File: src/rtl/seven_seg_scan.sv
// -----------------------------------------------------------------------------
// seven_seg_scan
// Multiplexed 7-segment scan driver. Time-multiplexes NUM_DIGITS hex digits onto
// one shared set of segment lines. Each digit slot starts with a short blanked
// window (anti-ghosting), and PWM brightness gates the anode. All displayed
// values come from a shadow copy of the inputs, so a frame is never torn. That
// shadow copy is reloaded once per frame, on the frame's last cycle.
//
// Optional feature: define SEVENSEG_BLINK_EN to add per-digit blinking. This
// adds the i_blink port, the BLINK_FRAMES parameter, a frame counter and a
// blink phase. When the macro is undefined, none of that logic exists.
//
// Ports
//   i_clk          system clock
//   i_resetn       synchronous, active-low reset
//   i_data         hex nibble per digit, digit k = i_data[4k+3:4k]
//   i_enableDigit  1 = segments a-g shown for digit k
//   i_dots         decimal point for digit k
//   i_brightness   0 = dark, all-ones = full on
//   i_blink        per-digit blink enable (SEVENSEG_BLINK_EN only)
//   o_cathodes     {dp,g,f,e,d,c,b,a}, polarity set by CATHODE_ACTIVE_LOW
//   o_anodes       one-hot digit select, polarity set by ANODE_ACTIVE_LOW
//   o_frameStart   one-cycle pulse on the cycle after the shadow registers load
// -----------------------------------------------------------------------------
module seven_seg_scan #(
    parameter int NUM_DIGITS         = 8,
    parameter int DIGIT_PERIOD       = 4000,
    parameter int BLANK_CYCLES       = 16,
    parameter int PWM_BITS           = 4,
    parameter int ANODE_ACTIVE_LOW   = 1,
    parameter int CATHODE_ACTIVE_LOW = 1
`ifdef SEVENSEG_BLINK_EN
    ,
    parameter int BLINK_FRAMES       = 64
`endif
) (
    input  logic                      i_clk,
    input  logic                      i_resetn,
    input  logic [4*NUM_DIGITS-1:0]   i_data,
    input  logic [NUM_DIGITS-1:0]     i_enableDigit,
    input  logic [NUM_DIGITS-1:0]     i_dots,
    input  logic [PWM_BITS-1:0]       i_brightness,
`ifdef SEVENSEG_BLINK_EN
    input  logic [NUM_DIGITS-1:0]     i_blink,
`endif
    output logic [7:0]                o_cathodes,
    output logic [NUM_DIGITS-1:0]     o_anodes,
    output logic                      o_frameStart
);

    localparam int CNT_W = (DIGIT_PERIOD > 1) ? $clog2(DIGIT_PERIOD) : 1;
    localparam int IDX_W = (NUM_DIGITS > 1) ? $clog2(NUM_DIGITS) : 1;

    localparam logic [CNT_W-1:0]      LAST_CNT  = CNT_W'(DIGIT_PERIOD - 1);
    localparam logic [CNT_W-1:0]      BLANK_C   = CNT_W'(BLANK_CYCLES);
    localparam logic [IDX_W-1:0]      LAST_IDX  = IDX_W'(NUM_DIGITS - 1);
    localparam logic [NUM_DIGITS-1:0] ANODE_OFF = (ANODE_ACTIVE_LOW != 0) ? '1 : '0;
    localparam logic [7:0]            CATH_OFF  = (CATHODE_ACTIVE_LOW != 0) ? 8'hFF : 8'h00;

    // Active-high glyphs, bit order gfedcba.
    function automatic logic [6:0] f_font(input logic [3:0] nib);
        case (nib)
            4'h0: f_font = 7'h3F;  4'h1: f_font = 7'h06;
            4'h2: f_font = 7'h5B;  4'h3: f_font = 7'h4F;
            4'h4: f_font = 7'h66;  4'h5: f_font = 7'h6D;
            4'h6: f_font = 7'h7D;  4'h7: f_font = 7'h07;
            4'h8: f_font = 7'h7F;  4'h9: f_font = 7'h6F;
            4'hA: f_font = 7'h77;  4'hB: f_font = 7'h7C;
            4'hC: f_font = 7'h39;  4'hD: f_font = 7'h5E;
            4'hE: f_font = 7'h79;  default: f_font = 7'h71;
        endcase
    endfunction

    // Scan state
    logic [CNT_W-1:0]        r_cnt;
    logic [IDX_W-1:0]        r_idx;
    logic                    r_primed;
    logic                    r_frame_start;
    logic [NUM_DIGITS-1:0]   r_anodes;
    logic [7:0]              r_cathodes;

    // Shadow copies of the inputs; everything on the pins derives from these.
    logic [4*NUM_DIGITS-1:0] r_sh_data;
    logic [NUM_DIGITS-1:0]   r_sh_en;
    logic [NUM_DIGITS-1:0]   r_sh_dots;
    logic [PWM_BITS-1:0]     r_sh_bri;

    logic [CNT_W-1:0]        w_cnt_next;
    logic [IDX_W-1:0]        w_idx_next;
    logic                    w_load;
    logic                    w_gate;
    logic [PWM_BITS-1:0]     w_pwm_phase;
    logic [3:0]              w_nibbles [NUM_DIGITS];
    logic [NUM_DIGITS-1:0]   w_anode_hot;
    logic [NUM_DIGITS-1:0]   w_anodes_on;
    logic [7:0]              w_seg_on;
    logic [7:0]              w_cath_on;

    generate
        for (genvar gi = 0; gi < NUM_DIGITS; gi++) begin : g_digit
            assign w_nibbles[gi]   = r_sh_data[4*gi +: 4];
            assign w_anode_hot[gi] = (r_idx == IDX_W'(gi));
        end
    endgenerate

    always_comb begin
        w_cnt_next = r_cnt + CNT_W'(1);
        w_idx_next = r_idx;
        if (r_cnt == LAST_CNT) begin
            w_cnt_next = '0;
            w_idx_next = (r_idx == LAST_IDX) ? '0 : r_idx + IDX_W'(1);
        end
    end

    // The first cycle after reset loads immediately, so the display never
    // scans a whole frame of zeroed shadow data.
    assign w_load = !r_primed || ((r_idx == LAST_IDX) && (r_cnt == LAST_CNT));

    // The PWM phase is the low bits of the slot counter. It is zero-extended
    // if the counter is narrower than PWM_BITS.
    assign w_pwm_phase = PWM_BITS'(r_cnt);
    assign w_gate      = (r_cnt >= BLANK_C) &&
                         ((r_sh_bri == '1) || (w_pwm_phase < r_sh_bri));

`ifdef SEVENSEG_BLINK_EN
    localparam int FCNT_W = (BLINK_FRAMES > 1) ? $clog2(BLINK_FRAMES) : 1;
    localparam logic [FCNT_W-1:0] LAST_FRAME = FCNT_W'(BLINK_FRAMES - 1);

    logic [NUM_DIGITS-1:0] r_sh_blink;
    logic [FCNT_W-1:0]     r_frame_cnt;
    logic                  r_blink_on;

    always_ff @(posedge i_clk) begin
        if (!i_resetn) begin
            r_sh_blink  <= '0;
            r_frame_cnt <= '0;
            r_blink_on  <= 1'b1;
        end else if (w_load) begin
            r_sh_blink <= i_blink;
            if (r_frame_cnt == LAST_FRAME) begin
                r_frame_cnt <= '0;
                r_blink_on  <= ~r_blink_on;
            end else begin
                r_frame_cnt <= r_frame_cnt + FCNT_W'(1);
            end
        end
    end
`endif

    always_comb begin
        // A disabled digit loses a-g, but its decimal point stays visible.
        w_seg_on = {r_sh_dots[r_idx],
                    r_sh_en[r_idx] ? f_font(w_nibbles[r_idx]) : 7'h00};
`ifdef SEVENSEG_BLINK_EN
        // A blinking digit loses all segments; its anode timing is unchanged.
        if (r_sh_blink[r_idx] && !r_blink_on) begin
            w_seg_on = 8'h00;
        end
`endif
    end

    assign w_cath_on   = (CATHODE_ACTIVE_LOW != 0) ? ~w_seg_on : w_seg_on;
    assign w_anodes_on = (ANODE_ACTIVE_LOW != 0) ? ~w_anode_hot : w_anode_hot;

    always_ff @(posedge i_clk) begin
        if (!i_resetn) begin
            r_cnt         <= '0;
            r_idx         <= '0;
            r_primed      <= 1'b0;
            r_frame_start <= 1'b0;
            r_sh_data     <= '0;
            r_sh_en       <= '0;
            r_sh_dots     <= '0;
            r_sh_bri      <= '0;
            r_anodes      <= ANODE_OFF;
            r_cathodes    <= CATH_OFF;
        end else begin
            r_cnt         <= w_cnt_next;
            r_idx         <= w_idx_next;
            r_frame_start <= w_load;
            if (w_load) begin
                r_primed  <= 1'b1;
                r_sh_data <= i_data;
                r_sh_en   <= i_enableDigit;
                r_sh_dots <= i_dots;
                r_sh_bri  <= i_brightness;
            end
            r_anodes   <= w_gate ? w_anodes_on : ANODE_OFF;
            r_cathodes <= w_gate ? w_cath_on : CATH_OFF;
        end
    end

    assign o_anodes     = r_anodes;
    assign o_cathodes   = r_cathodes;
    assign o_frameStart = r_frame_start;

endmodule
File: config.mk
export PLATFORM = sky130hd
export DESIGN_NAME = seven_seg_scan
export DESIGN_NICKNAME = d
export VERILOG_FILES = /design/src/rtl/seven_seg_scan.sv
export SDC_FILE = /design/constraint.sdc
export NUM_CORES = 1
export LEC_CHECK = 0
export BUFFER_PORTS_ARGS = -buffer_cell sky130_fd_sc_hd__buf_2
export CORE_UTILIZATION = 50
export CTS_CLUSTER_SIZE = 28
export DETAILED_ROUTE_END_ITERATION = 10
export PLACE_DENSITY = 0.76
export REMOVE_ABC_BUFFERS = 1
export SLEW_MARGIN = 40
export SYNTH_ARGS = -nofsm -noshare
export SYNTH_HDL_FRONTEND = slang
export SYNTH_SLANG_ARGS = --single-unit
File: constraint.sdc
create_clock -name i_clk -period 2.5 [get_ports i_clk]
set_input_delay 0.5 -clock i_clk [delete_from_list [all_inputs] [get_ports i_clk]]
set_output_delay 0.5 -clock i_clk [all_outputs]
set_load 0.1 [all_outputs]
=== Word level (Yosys, flattened, before mapping) ===
Memories as Yosys holds them, arrays and structs flattened.
Cells that the tools add are included.
Widths: inputs -> output; s select.

* Word-level logic and storage cells: 47
* Register bits after elaboration: 85
* Memory bits (read-only): 112
* Memories: 1
* Output and inout bits: 17
* Bits of input ports: 54

{| class="wikitable"
|+ Memories
! memory !! depth !! bits a word !! read ports !! clocked after Yosys merged registers in !! write ports !! line !! RTL
|-
| (name not given) || 16 || 7 || 1 || 0 || 0 || 62 || <nowiki>case (nib)</nowiki>
|}

* Reduce and logical (&&, ||, !) cells: 8
* Bitwise operators: 4
* Magnitude comparators: 4
* Mux-type cells: 9
* Add/subtract/negate cells: 2
* Eq/ne operators: 9

{| class="wikitable"
|+ Operator list
! cell !! count
|-
| $not 8->8 || 2
|-
| $add 12x1->12 const B || 1
|-
| $bmux 4 s3 || 1
|-
| $eq 12x12->1 const B || 1
|-
| $eq 3x3->1 const B || 4
|-
| $ge 12x5->1 const B || 1
|-
| $mux 4 || 2
|-
| $mux 7 || 1
|-
| $bmux 1 s3 || 2
|-
| $eq 3x2->1 const B || 2
|-
| $eq 4x4->1 const B || 1
|-
| $ge 4x4->1 const B || 1
|-
| $lt 3x4->1 const B || 1
|-
| $lt 4x4->1 || 1
|-
| $not 3->4 || 1
|-
| $add 3x1->3 const B || 1
|-
| $eq 3x1->1 const B || 1
|-
| $logic_not 3->1 || 1
|-
| $mux 3 || 1
|-
| $logic_and 1x1->1 || 2
|-
| $logic_or 1x1->1 || 2
|-
| $mux 1 || 2
|-
| $reduce_and 2->1 || 1
|-
| $reduce_or 2->1 || 1
|-
| other kinds (2) || 2
|}

=== Longest topological paths before layout ===
Gate-level depths: netlist of the first run.
An unclocked memory read counts as a cell.

* Depth in word-level cells: 7
* Gate-level depth with buffers: 9
* Mapped depth without buffers: 7

=== Worst setup path before layout of the first run ===
OpenSTA, ideal clock, no wires.

* Path kind: reg2reg
* Start point: register r_idx[0]
* End point: register r_cathodes[5] (netlist: o_cathodes[5])
* Period minus slack after synthesis: 2.390 ns
* Arrival: 2.250 ns
* Data required time: 2.360 ns
* Stages on the path, launching flop included: 10
* Library setup time: 0.140 ns
* Path buffers: 2
* Slack: 0.110 ns
* Cells stage by stage: dfxtp_1 > buf_6 > buf_4 > mux4_2 > mux2i_1 > inv_1 > ha_1 > mux2_4 > nand2_2 > o211ai_2

* Cells in the longest elaborated chain, start to end: 7
* Elaborated cells between the ends (all ways): 9
* Those cells by class: 6 x mux; 2 x bitwise; 1 x memory

{| class="wikitable"
|+ Ends and longest elaborated chain
! element !! line !! RTL
|-
| from (decl) || 76 || <nowiki>logic [IDX_W-1:0] r_idx;</nowiki>
|-
| from (signal assigned) || 179 || <nowiki>r_idx <= w_idx_next;</nowiki>
|-
| $not 3->4 (implied by the code) || 153 || <nowiki>r_sh_en[r_idx] ? f_font(w_nibbles[r_idx]) : 7'h00};</nowiki>
|-
| $bmux 4 s3 || 153 ||
|-
| $mux 4 (implied by the code) (2 in a row) || 153 ||
|-
| $mem_v2 16x7 || -- ||
|-
| $mux 7 * || 153 ||
|-
| $not 8->8 * || 162 || <nowiki>assign w_cath_on = (CATHODE_ACTIVE_LOW != 0) ? ~w_seg_on : w_seg_on;</nowiki>
|-
| to (signal assigned) || 189 || <nowiki>r_cathodes <= w_gate ? w_cath_on : CATH_OFF;</nowiki>
|-
| to (decl) || 80 || <nowiki>logic [7:0] r_cathodes;</nowiki>
|}

Mark *: on every way between the ends. The rest lies on a longest branch, timed or not. The select of a mux whose other input is x is not followed.
A chain may end at the register's enable or synchronous reset.

=== Worst setup path after layout of the first run ===
Same ends and word-level chain as after synthesis.

==> reports/qor.json, run 1 <==
{
  "synth": {
    "synthesis.area_sq_um": 3789,
    "synth.yosys.warnings": 0,
    "ys_seq_area_frac": 0.4491,
    "avg_synthesized_cell_area_sq_um": 9.151,
    "postSynthRegisterBits": 85,
    "ys_dominant_reg_cell": "sky130_fd_sc_hd__dfxtp_1",
    "post-synth-top-area-fraction": 0.4491,
    "synth.area.top_cells": "sky130_fd_sc_hd__dfxtp_1 (45%), sky130_fd_sc_hd__nand2_1 (12%), sky130_fd_sc_hd__a21boi_1 (11%)",
    "synth_cell_type_count": 39,
    "async_reset_ff_frac": 0,
    "post_synth_inst_count": 414,
    "synth_enable_flop_cells": 0,
    "yosysTopAreaCell": "sky130_fd_sc_hd__dfxtp_1"
  },
  "worst_setup_path": {
    "crit_arrival_ns": 2.42,
    "critical_path_buf_inv_count": 2,
    "critPathTopFamily": "multiplexers",
    "required_ns": 2.71,
    "cp_max_fo": 11,
    "critical_path.cell_chain": "buf_4 > mux4_2 > mux2i_1 > inv_1 > ha_1 > mux2_4 > nand2_2 > o211ai_2",
    "category_of_the_critical_setup_timing_path": "register to register",
    "critical_path.slowest_cell": "sky130_fd_sc_hd__mux4_2",
    "worst_setup_start_kind": "register",
    "critical_path.max_stage_delay_ns": 0.52,
    "critical_path.endpoint_type": "register"
  },
  "finish": {
    "most-common-layout-cells": "sky130_fd_sc_hd__nand2_1 (126), sky130_fd_sc_hd__dfxtp_1 (85), sky130_fd_sc_hd__buf_2 (70)",
    "most_frequent_standard_cell_in_the_layout_excluding_fill_and_tap_cells": "sky130_fd_sc_hd__nand2_1",
    "insertedDiodeCount": 0,
    "nNetsFinal": 553,
    "total_of_fill_cells_in_the_finished_design": 689,
    "drive_above_1_share": 0.2382,
    "final_design_area_no_fill_sq_um": 4466,
    "syn_to_final_growth_pct": 17.87
  },
  "grt": {
    "grt_antenna_before_repair": 0,
    "globalRoute.totalOverflow": 0,
    "largest_net_degree_at_the_start_of_global_routing": 60,
    "grt_pass1_wl_mm": 12.48,
    "overall_track_demand_over_capacity_in_global_routing": 0.2072,
    "via_count_of_the_first_global_routing_pass": 2777
  },
  "placement": {
    "post_dp_cell_area_sq_um": 4244,
    "gp_congestion": 0.8104,
    "io_buffer_count": 70,
    "place_ws_ns": 0.2819,
    "hpwl_after_dpl_mm": 5.371
  },
  "sta": {
    "worst_clock_skew_ns": 0.01043,
    "grt_setup_unrepaired": "false",
    "final_worst_setup_slack_ns": 0.2879,
    "max_slew_margin": 0.5346,
    "timing_hold_violations_final": 0,
    "post-route-min-period_ns": 2.212,
    "max_clock_freq_mhz": 452.1,
    "final_worst_path_cycle_share": 0.8849,
    "final.hold.worst_slack_ns": 0.3810,
    "timing.final.max_slew_violations": 0,
    "tightest_pin_transition_ns": 0.6981,
    "setup-violations-final": 0
  },
  "clock_network": {
    "cts_setup_buffers": 0,
    "clock-sinks": 85,
    "number_of_buffers_on_the_longest_clock_path": 2,
    "htree_num_levels": 3,
    "tritoncts_clock_tree": "done",
    "cts_made_buffers": 9,
    "worst_skew_pair.late_latency_ns": 0.35,
    "cts_hold_repair.buffers": 0,
    "clk_transition_reported_paths_ns": 0.08,
    "post_cts_resize_count": 0,
    "cts_root_buffer": "sky130_fd_sc_hd__clkbuf_8"
  },
  "routing": {
    "vias_per_cell": 5.082,
    "drt.antenna.violating_nets": 0,
    "detailroute.via_count": 2978,
    "firstDrtPassIters": 4,
    "detailedRoute.firstIterationViolations": 160,
    "drt_drc_violations_left": 0,
    "drt_wl_total_mm": 7.654,
    "wire_per_inst_um": 13.06
  },
  "die": {
    "floorplan.initialDensity": 0.5196,
    "fp.coreArea_sq_um": 7292,
    "num_rows": 31,
    "pin_count": 71,
    "floorplan.die_area_sq_um": 7929,
    "fp.dieH_um": 89.05,
    "die_w_um": 89.05
  },
  "power_and_ir_drop": {
    "power.static_leakage_nw": 1.862,
    "worst_ir_drop_vdd_v": 0.0003610,
    "power_per_cell_area_nw_per_um2": 607.1
  },
  "flow_run": {
    "timing.max_cap.violations": 0
  },
  "worst_hold_path": {
    "timing.hold.worst.class": "primary input to register"
  },
  "outcome": {
    "status": "finished clean"
  }
}
-- area by class of cell --
type                       count  area, sq um  share of cell area
multi-input combinational    293         1932              0.4326
timing repair buffer          80        437.9             0.09807
sequential                    85         1702              0.3811
tap                           99        123.9             0.02774
clock inverter                 2        38.79            0.008686
inverter                      13        48.80             0.01093
clock buffer                  14        182.7             0.04091
-- state kept, by name (all words and copies together), names as in the netlist --
| signal | flops |
|---|---|
| r_sh_dots | 8 |
| r_idx | 3 |
| o_cathodes | 8 |
| r_primed | 1 |
| r_sh_data | 32 |
| o_anodes | 8 |
| r_sh_en | 8 |
| r_cnt | 12 |
| o_frameStart | 1 |
| r_sh_bri | 4 |
-- logic make-up after synthesis --
kind of cell,after synthesis,share of synthesized area
simple gates,172,0.1912
mux,19,0.09214
xor+xnor,10,0.02312
flops,85,0.4491
fa+ha+maj,17,0.05614
compound gates,75,0.1453
buf+inv,36,0.04293
-- synth_stat cells, types with 4 or more instances --
master	instances
sky130_fd_sc_hd__a21boi_1	53
sky130_fd_sc_hd__a21oi_1	6
sky130_fd_sc_hd__and3_1	4
sky130_fd_sc_hd__buf_2	7
sky130_fd_sc_hd__clkbuf_1	13
sky130_fd_sc_hd__dfxtp_1	85
sky130_fd_sc_hd__ha_1	17
sky130_fd_sc_hd__inv_1	13
sky130_fd_sc_hd__mux4_2	12
sky130_fd_sc_hd__nand2_1	126
sky130_fd_sc_hd__nand3_1	10
sky130_fd_sc_hd__nor2_1	14
sky130_fd_sc_hd__o21ai_1	4
sky130_fd_sc_hd__xnor2_1	5
sky130_fd_sc_hd__xor2_1	5
-- through the flow --
stage	std cells	utilization	total power [mW]	TNS, ns
2_1_floorplan	391	-	1.606	-12.16
3_3_place_gp	570	0.5820	1.699	0
3_5_place_dp	570	0.5820	1.708	0
4_1_cts	586	0.6124	2.733	0
5_1_grt	586	0.6124	2.827	0
6_report	586	0.6124	2.711	0
-- worst register-to-register path: stages, from the launching register on --
cell and delay [ns]:
sky130_fd_sc_hd__dfxtp_1 0.34, sky130_fd_sc_hd__buf_4 0.22, sky130_fd_sc_hd__mux4_2 0.52, sky130_fd_sc_hd__mux2i_1 0.25, sky130_fd_sc_hd__inv_1 0.12, sky130_fd_sc_hd__ha_1 0.23
sky130_fd_sc_hd__mux2_4 0.28, sky130_fd_sc_hd__nand2_2 0.07, sky130_fd_sc_hd__o211ai_2 0.06
-- per-layer routing --
| metal | vias to the layer above | routed length (um) | GRT usage |
|---|---|---|---|
| met1 | 1388 | 3536 | 0.2605 |
| met3 | 14 | 245 | 0.03786 |
| met4 | 0 | 173 | 0.09380 |
| met2 | 58 | 3698 | 0.3490 |
| met5 | - | 0 | 0 |
| li1 | 1518 | - | - |
-- worst paths after layout --
check	start	endpoint	slack, ns	depth (start not counted)
max	r_idx[0]	o_cathodes[5]	0.29	8
min	i_data[22]	r_sh_data[22]	0.38	3
max reg2reg	r_idx[0]	o_cathodes[5]	0.29	8
min reg2reg	r_sh_data[14]	r_sh_data[14]	0.45	2
-- report_power, final --
part | internal [mW] | switching [mW]
Sequential | 1.41 | 0.0319
Combinational | 0.116 | 0.125
Clock | 0.574 | 0.459
Total | 2.09 | 0.617
(Power assumes the default switching activity.)
==> inputs of run 2 (changes only) <==
--- a/config.mk
+++ b/config.mk
@@ -5,11 +5,12 @@
 export SDC_FILE = /design/constraint.sdc
 export NUM_CORES = 1
 export LEC_CHECK = 0
-export BUFFER_PORTS_ARGS = -buffer_cell sky130_fd_sc_hd__buf_2
-export CORE_UTILIZATION = 50
+export CORE_UTILIZATION = 57
 export CTS_CLUSTER_SIZE = 28
 export DETAILED_ROUTE_END_ITERATION = 10
-export PLACE_DENSITY = 0.76
+export DONT_BUFFER_PORTS = 1
+export PLACE_DENSITY = 0.75
+export RECOVER_POWER = 50
 export REMOVE_ABC_BUFFERS = 1
 export SLEW_MARGIN = 40
 export SYNTH_ARGS = -nofsm -noshare
==> reports/qor.json, run 2 (synthesis results as in run 1) <==
{
  "outcome": {
    "status": "finished clean"
  },
  "worst_setup_path": {
    "critical_path_buf_inv_count": {"value": 1, "change": "-1"},
    "critical_path.cell_chain": "mux4_2 > mux2_2 > inv_1 > ha_1 > nor2_1 > a211oi_1 > o21ai_1",
    "crit_arrival": {"value": 2.39, "unit": "ns", "change": "-0.03 ns"},
    "worst_setup_start_kind": "register",
    "critical_path.max_stage_delay": {"value": 0.53, "unit": "ns", "change": "about the same"},
    "critical_path_cell_count": {"value": 7, "change": "-1"},
    "critical_path.slowest_cell": "sky130_fd_sc_hd__mux4_2",
    "required": {"value": 2.70, "unit": "ns", "change": "about the same"},
    "critPathTopFamily": "multiplexers",
    "category_of_the_critical_setup_timing_path": "register to register",
    "ff2ff_path_depth": {"value": 7, "change": "-1"},
    "critical_path.endpoint_type": "register",
    "cp_max_fo": {"value": 9, "change": "-2"}
  },
  "power_and_ir_drop": {
    "power_per_cell_area": {"value": 619.3, "unit": "nW/um^2", "change": "+2.0%"},
    "worst_ir_drop_vdd": {"value": 0.0003960, "unit": "V", "change": "+9.7%"},
    "power.static_leakage": {"value": 1.579, "unit": "nW", "change": "-15%"}
  },
  "grt": {
    "grt_antenna_before_repair": {"value": 0, "change": "unchanged"},
    "via_count_of_the_first_global_routing_pass": {"value": 2671, "change": "-3.8%"},
    "largest_net_degree_at_the_start_of_global_routing": {"value": 62, "change": "+3.3%"},
    "globalRoute.totalOverflow": {"value": 0, "change": "unchanged"},
    "grt_pass1_wl": {"value": 11.99, "unit": "mm", "change": "-3.9%"},
    "overall_track_demand_over_capacity_in_global_routing": {"value": 0.2140, "change": "+0.006701"}
  },
  "finish": {
    "layoutNonFillerInstCount": {"value": 508, "change": "-13%"},
    "total_of_fill_cells_in_the_finished_design": {"value": 546, "change": "-21%"},
    "top_regs": "r_sh_data (32), r_cnt (12)",
    "most-common-layout-cells": "sky130_fd_sc_hd__nand2_1 (126), sky130_fd_sc_hd__dfxtp_1 (84), sky130_fd_sc_hd__a21boi_1 (47)",
    "most_frequent_standard_cell_in_the_layout_excluding_fill_and_tap_cells": "sky130_fd_sc_hd__nand2_1",
    "drive_above_1_share": {"value": 0.09745, "change": "-0.1407"},
    "insertedDiodeCount": {"value": 0, "change": "unchanged"},
    "syn_to_final_growth_pct": 8.091,
    "nNetsFinal": {"value": 498, "change": "-9.9%"},
    "largest_register_ff_count": {"value": 32, "change": "unchanged"},
    "register_with_the_most_flip_flops": "r_sh_data",
    "final_util": {"value": 0.6413, "change": "+0.02887"}
  },
  "die": {
    "fp.dieH": {"value": 83.53, "unit": "um", "change": "-6.2%"},
    "floorplan.initialDensity": {"value": 0.5933, "change": "+0.07370"},
    "pin_count": {"value": 71, "change": "unchanged"},
    "floorplan.die_area": {"value": 6976, "unit": "sq um", "change": "-12%"},
    "fp.coreArea": {"value": 6386, "unit": "sq um", "change": "-12%"},
    "die_w": {"value": 83.53, "unit": "um", "change": "-6.2%"},
    "num_rows": {"value": 29, "change": "-6.5%"}
  },
  "placement": {
    "io_buffer_count": {"value": 0, "change": "-100%"},
    "placedCellCount": {"value": 493, "change": "-14%"},
    "gp_congestion": {"value": 0.8706, "change": "+7.4%"},
    "hpwl_after_dpl": {"value": 4.866, "unit": "mm", "change": "-9.4%"}
  },
  "flow_run": {
    "timing.max_cap.violations": {"value": 0, "change": "unchanged"}
  },
  "routing": {
    "wire_per_inst": {"value": 13.81, "unit": "um", "change": "+5.7%"},
    "drt_wl_total": {"value": 7.014, "unit": "mm", "change": "-8.4%"},
    "drt.antenna.violating_nets": {"value": 0, "change": "unchanged"},
    "firstDrtPassIters": {"value": 4, "change": "unchanged"},
    "detailedRoute.firstIterationViolations": {"value": 60, "change": "-63%"},
    "vias_per_cell": {"value": 5.400, "change": "+6.3%"},
    "detailroute.via_count": {"value": 2743, "change": "-7.9%"},
    "drt_drc_violations_left": {"value": 0, "change": "unchanged"}
  },
  "clock_network": {
    "cts_root_buffer": "sky130_fd_sc_hd__clkbuf_8",
    "clk_transition_reported_paths": {"value": 0.08, "unit": "ns", "change": "about the same"},
    "htree_num_levels": {"value": 3, "change": "unchanged"},
    "cts_made_buffers": {"value": 9, "change": "unchanged"},
    "tritoncts_clock_tree": "done",
    "worst_skew_pair.late_latency": {"value": 0.34, "unit": "ns", "change": "about the same"},
    "cts_setup_buffers": {"value": 0, "change": "unchanged"},
    "clock-sinks": {"value": 85, "change": "unchanged"},
    "number_of_buffers_on_the_longest_clock_path": {"value": 2, "change": "unchanged"}
  },
  "sta": {
    "post-route-min-period": {"value": 2.191, "unit": "ns", "change": "-0.02116 ns"},
    "final_worst_path_cycle_share": {"value": 0.8764, "change": "-0.008464"},
    "tightest_pin_transition": {"value": 1.178, "unit": "ns", "change": "+0.4799 ns"},
    "max_slew_margin": {"value": 0.2180, "change": "-0.3165"},
    "setup-violations-final": {"value": 0, "change": "unchanged"},
    "timing.final.max_slew_violations": {"value": 0, "change": "unchanged"},
    "max_clock_freq": {"value": 456.4, "unit": "MHz", "change": "+0.97%"},
    "grt_setup_unrepaired": "false",
    "timing_hold_violations_final": {"value": 0, "change": "unchanged"},
    "worst_clock_skew": {"value": 0.007606, "unit": "ns", "change": "-0.002822 ns"}
  },
  "worst_hold_path": {
    "worst_hold_path.num_cells": {"value": 0, "change": "-3"},
    "timing.hold.worst.class": "primary input to register"
  }
}
run 2: cell types whose count changed in the layout (fill, tap and decap cells not counted), moves of 2 or more:
cell,previous run,this run
sky130_fd_sc_hd__clkbuf_8,13,9
sky130_fd_sc_hd__a21boi_1,53,47
sky130_fd_sc_hd__clkinvlp_4,0,2
sky130_fd_sc_hd__a21boi_0,0,6
sky130_fd_sc_hd__clkbuf_1,1,20
sky130_fd_sc_hd__buf_4,9,6
sky130_fd_sc_hd__buf_2,70,0
run 2: routing by layer:
layer	routed length [um]	up-vias	share of wire	GRT usage
li1	-	1414	-	-
met1	3377	1261	0.48	0.2864
met2	3198	53	0.46	0.3361
met3	260	15	0.037	0.03462
met4	176	0	0.025	0.1109
met5	0	-	0	0
run 2: metrics by stage:
stage                     hold WS, ns  cell area (sq um)  worst slack, ns  setup TNS, ns  power, mW
after detailed placement       0.4420               3986           0.1640              0      1.654
after global routing           0.1623               4095           0.1667              0      2.652
final                          0.1870               4095           0.3090              0      2.536
after global placement         0.4350               3980           0.2007              0      1.644
after CTS                      0.1667               4168           0.1401              0      2.563
after floorplan                0.4275               3675          -0.2285         -12.16      1.606
run 2: path summary, 6_finish.rpt:
path | from | to | slack (ns)
max reg2reg | r_idx[0] | o_cathodes[3] | 0.31
min | i_resetn | r_primed | 0.19
min reg2reg | r_sh_dots[2] | r_sh_dots[2] | 0.45
max | r_idx[0] | o_cathodes[3] | 0.31
run 2: cell type report:
| type | count | area (sq um) | share of cell area |
|---|---|---|---|
| Timing Repair Buffer | 25 | 132.6 | 0.03239 |
| Clock buffer | 11 | 131.4 | 0.03208 |
| Inverter | 13 | 48.80 | 0.01192 |
| Tap cell | 77 | 96.34 | 0.02353 |
| Multi-Input combinational cell | 293 | 1933 | 0.4720 |
| Clock inverter | 4 | 50.05 | 0.01222 |
| Sequential cell | 85 | 1703 | 0.4158 |
run 2: report_power, final:
part,switching (mW),internal [mW],leakage [nW]
Clock,0.462,0.456,0.0854
Combinational,0.0988,0.0844,0.797
Sequential,0.0306,1.40,0.697
Total,0.591,1.94,1.58
run 2: timing repair:
action / 4_1_cts / 5_1_grt
hold buffers: 0 / 0
resized for setup: 0 / 1
setup endpoints to repair: 0 / 2
run 2: worst register-to-register path: stages, from the launching register on:
cell	delay, ns
sky130_fd_sc_hd__dfxtp_2	0.49
sky130_fd_sc_hd__mux4_2	0.53
sky130_fd_sc_hd__mux2_2	0.32
sky130_fd_sc_hd__inv_1	0.14
sky130_fd_sc_hd__ha_1	0.17
sky130_fd_sc_hd__nor2_1	0.06
sky130_fd_sc_hd__a211oi_1	0.26
sky130_fd_sc_hd__o21ai_1	0.08
==> inputs of run 3 (changes only) <==
--- a/config.mk
+++ b/config.mk
@@ -5,11 +5,14 @@
 export SDC_FILE = /design/constraint.sdc
 export NUM_CORES = 1
 export LEC_CHECK = 0
-export CORE_UTILIZATION = 57
+export CELL_PAD_IN_SITES_DETAIL_PLACEMENT = 0
+export CELL_PAD_IN_SITES_GLOBAL_PLACEMENT = 1
+export CORE_UTILIZATION = 43
 export CTS_CLUSTER_SIZE = 28
 export DETAILED_ROUTE_END_ITERATION = 10
 export DONT_BUFFER_PORTS = 1
-export PLACE_DENSITY = 0.75
+export HOLD_SLACK_MARGIN = 0.03
+export PLACE_DENSITY_LB_ADDON = 0.1
 export RECOVER_POWER = 50
 export REMOVE_ABC_BUFFERS = 1
 export SLEW_MARGIN = 40
==> reports/qor.json, run 3 (synthesis results as in run 1) <==
{
  "die": {
    "floorplan.die_area": {"value": 9190, "unit": "sq um", "change": "+32%"},
    "fp.coreArea": {"value": 8382, "unit": "sq um", "change": "+31%"},
    "pin_count": {"value": 71, "change": "unchanged"},
    "floorplan.initialDensity": {"value": 0.4520, "change": "-0.1413"},
    "fp.dieH": {"value": 95.87, "unit": "um", "change": "+15%"},
    "num_rows": {"value": 33, "change": "+14%"},
    "die_w": {"value": 95.87, "unit": "um", "change": "+15%"}
  },
  "worst_hold_path": {
    "worst_hold_path.num_cells": {"value": 0, "change": "unchanged"},
    "timing.hold.worst.class": "primary input to register",
    "worstHoldEndpoint": "r_primed",
    "hold_start": "i_resetn"
  },
  "routing": {
    "drt_drc_violations_left": {"value": 0, "change": "unchanged"},
    "vias_per_cell": {"value": 5.129, "change": "-5.0%"},
    "detailedRoute.firstIterationViolations": {"value": 87, "change": "+45%"},
    "wire_per_inst": {"value": 13.84, "unit": "um", "change": "+0.21%"},
    "drt.antenna.violating_nets": {"value": 0, "change": "unchanged"},
    "drt_wl_total": {"value": 7.416, "unit": "mm", "change": "+5.7%"},
    "detailroute.via_count": {"value": 2749, "change": "+0.22%"},
    "firstDrtPassIters": {"value": 4, "change": "unchanged"}
  },
  "power_and_ir_drop": {
    "worst_ir_drop_vdd": {"value": 0.0003321, "unit": "V", "change": "-16%"},
    "power.static_leakage": {"value": 1.581, "unit": "nW", "change": "+0.10%"},
    "power_per_cell_area": {"value": 622.1, "unit": "nW/um^2", "change": "+0.46%"}
  },
  "grt": {
    "via_count_of_the_first_global_routing_pass": {"value": 2445, "change": "-8.5%"},
    "grt_pass1_wl": {"value": 11.83, "unit": "mm", "change": "-1.4%"},
    "largest_net_degree_at_the_start_of_global_routing": {"value": 62, "change": "unchanged"},
    "grt_antenna_before_repair": {"value": 0, "change": "unchanged"},
    "overall_track_demand_over_capacity_in_global_routing": {"value": 0.1735, "change": "-0.04042"},
    "globalRoute.totalOverflow": {"value": 0, "change": "unchanged"}
  },
  "sta": {
    "grt_setup_unrepaired": "false",
    "final_worst_path_cycle_share": {"value": 0.9004, "change": "+0.02405"},
    "worst_clock_skew": {"value": 0.007472, "unit": "ns", "change": "-0.0001335 ns"},
    "max_slew_margin": {"value": 0.2186, "change": "+0.0005310"},
    "timing_hold_violations_final": {"value": 0, "change": "unchanged"},
    "max_clock_freq": {"value": 444.2, "unit": "MHz", "change": "-2.7%"},
    "final.hold.worst_slack": {"value": 0.1842, "unit": "ns", "change": "-0.002807 ns"},
    "tightest_pin_transition": {"value": 1.177, "unit": "ns", "change": "-0.0008000 ns"},
    "timing.final.max_slew_violations": {"value": 0, "change": "unchanged"},
    "setup-violations-final": {"value": 0, "change": "unchanged"},
    "post-route-min-period": {"value": 2.251, "unit": "ns", "change": "+0.06012 ns"},
    "final_worst_setup_slack": {"value": 0.2489, "unit": "ns", "change": "-0.06013 ns"}
  },
  "clock_network": {
    "cts_made_buffers": {"value": 9, "change": "unchanged"},
    "number_of_buffers_on_the_longest_clock_path": {"value": 2, "change": "unchanged"},
    "post_cts_resize_count": {"value": 0, "change": "unchanged"},
    "cts_root_buffer": "sky130_fd_sc_hd__clkbuf_8",
    "cts_hold_repair.buffers": {"value": 0, "change": "unchanged"},
    "cts_setup_buffers": {"value": 0, "change": "unchanged"},
    "tritoncts_clock_tree": "done",
    "htree_num_levels": {"value": 3, "change": "unchanged"},
    "worst_skew_pair.late_latency": {"value": 0.36, "unit": "ns", "change": "+0.02 ns"},
    "clock-sinks": {"value": 85, "change": "unchanged"},
    "clk_transition_reported_paths": {"value": 0.08, "unit": "ns", "change": "about the same"}
  },
  "flow_run": {
    "timing.max_cap.violations": {"value": 0, "change": "unchanged"}
  },
  "worst_setup_path": {
    "r2r-end": "o_cathodes[5]",
    "r2r-start": "r_idx[0]",
    "cp_max_fo": {"value": 11, "change": "+2"},
    "required": {"value": 2.72, "unit": "ns", "change": "+0.02 ns"},
    "critical_path.slowest_cell": "sky130_fd_sc_hd__mux4_2",
    "critPathTopFamily": "multiplexers",
    "critical_path.max_stage_delay": {"value": 0.51, "unit": "ns", "change": "-0.02 ns"},
    "worst_setup_start_kind": "register",
    "critical_path_buf_inv_count": {"value": 2, "change": "+1"},
    "ff2ff_path_depth": {"value": 8, "change": "+1"},
    "worst-r2r-setup-slack": {"value": 0.25, "unit": "ns", "change": "-0.06 ns"},
    "critical_path.cell_chain": "buf_4 > mux4_2 > mux2i_1 > inv_1 > ha_1 > mux2_4 > nand2_2 > o211ai_2",
    "crit_arrival": {"value": 2.47, "unit": "ns", "change": "+0.08 ns"},
    "category_of_the_critical_setup_timing_path": "register to register",
    "critical_path.endpoint_type": "register"
  },
  "finish": {
    "register_with_the_most_flip_flops": "r_sh_data",
    "insertedDiodeCount": {"value": 0, "change": "unchanged"},
    "nNetsFinal": {"value": 498, "change": "unchanged"},
    "most-common-layout-cells": "sky130_fd_sc_hd__nand2_1 (126), sky130_fd_sc_hd__dfxtp_1 (85), sky130_fd_sc_hd__a21boi_1 (47)",
    "drive_above_1_share": {"value": 0.09977, "change": "+0.002320"},
    "top_regs": "r_sh_data (32), r_cnt (12)",
    "largest_register_ff_count": {"value": 32, "change": "unchanged"},
    "most_frequent_standard_cell_in_the_layout_excluding_fill_and_tap_cells": "sky130_fd_sc_hd__nand2_1",
    "syn_to_final_growth_pct": 8.752,
    "final_util": {"value": 0.4916, "change": "-0.1497"}
  },
  "placement": {
    "gp_congestion": {"value": 0.7398, "change": "-15%"},
    "io_buffer_count": {"value": 0, "change": "unchanged"},
    "place_ws": {"value": 0.2547, "unit": "ns", "change": "+0.09075 ns"},
    "hpwl_after_dpl": {"value": 5.102, "unit": "mm", "change": "+4.9%"}
  },
  "outcome": {
    "status": "finished clean"
  }
}
-- run 3: cell types whose count changed in the layout (fill, tap and decap cells not counted), sizes merged --
cell	previous run	this run
buf	7	6
inv	13	14
clkbuf	29	28
clkinv	1	2
-- run 3: report_power, final --
| part | switching, mW | internal (mW) | total, mW |
|---|---|---|---|
| combinational | 0.0985 | 0.0816 | 0.180 |
| clock | 0.493 | 0.456 | 0.949 |
| sequential | 0.0298 | 1.40 | 1.43 |
| total | 0.621 | 1.94 | 2.56 |
-- run 3: through the flow --
| stage | power (mW) | area (sq um) | setup TNS, ns | cells |
|---|---|---|---|---|
| after floorplan | 1.606 | 3675 | -12.16 | 391 |
| after global placement | 1.647 | 4003 | 0 | 521 |
| after detailed placement | 1.653 | 4009 | 0 | 521 |
| after CTS | 2.609 | 4197 | 0 | 536 |
| after global routing | 2.675 | 4120 | 0 | 536 |
| final | 2.563 | 4120 | 0 | 536 |
-- run 3: worst register-to-register path, delay by kind of cell (launching register included) --
family / cells / cell delay, ns
buffers and inverters: 2 / 0.35
multiplexers: 3 / 1.06
AND/OR/NAND/NOR: 1 / 0.07
adder cells (fa/ha/maj): 1 / 0.23
flip-flops: 1 / 0.33
AO/OA/AOI/OAI: 1 / 0.06
-- run 3: worst max-delay path by stage --
stage                  start            end  slack, ns  cells past startpoint
global placement    r_idx[0]    r_sh_bri[2]       0.25                      7
finish              r_idx[0]  o_cathodes[5]       0.25                      8
global route        r_cnt[1]  r_sh_data[28]       0.03                      7
CTS                 r_idx[0]  o_cathodes[5]       0.24                      8
floorplan           r_idx[0]    r_sh_bri[0]      -0.23                      6
detailed placement  r_idx[0]  o_cathodes[5]       0.25                      8
-- run 3: final cells by class --
type | instances | area (sq um)
Clock buffer | 9 | 123.9
Clock inverter | 6 | 63.81
Tap cell | 105 | 131.4
Multi-Input combinational cell | 293 | 1933
Timing Repair Buffer | 25 | 117.6
Sequential cell | 85 | 1702
Inverter | 13 | 48.80
Fill cell | 852 | 4262
-- run 3: layer usage --
layer	up-vias	global-route usage	share of wire
met1	1271	0.2307	0.48
met3	12	0.04976	0.046
met4	0	0.06343	0.014
li1	1412	-	-
met5	-	0	0
met2	54	0.2679	0.46
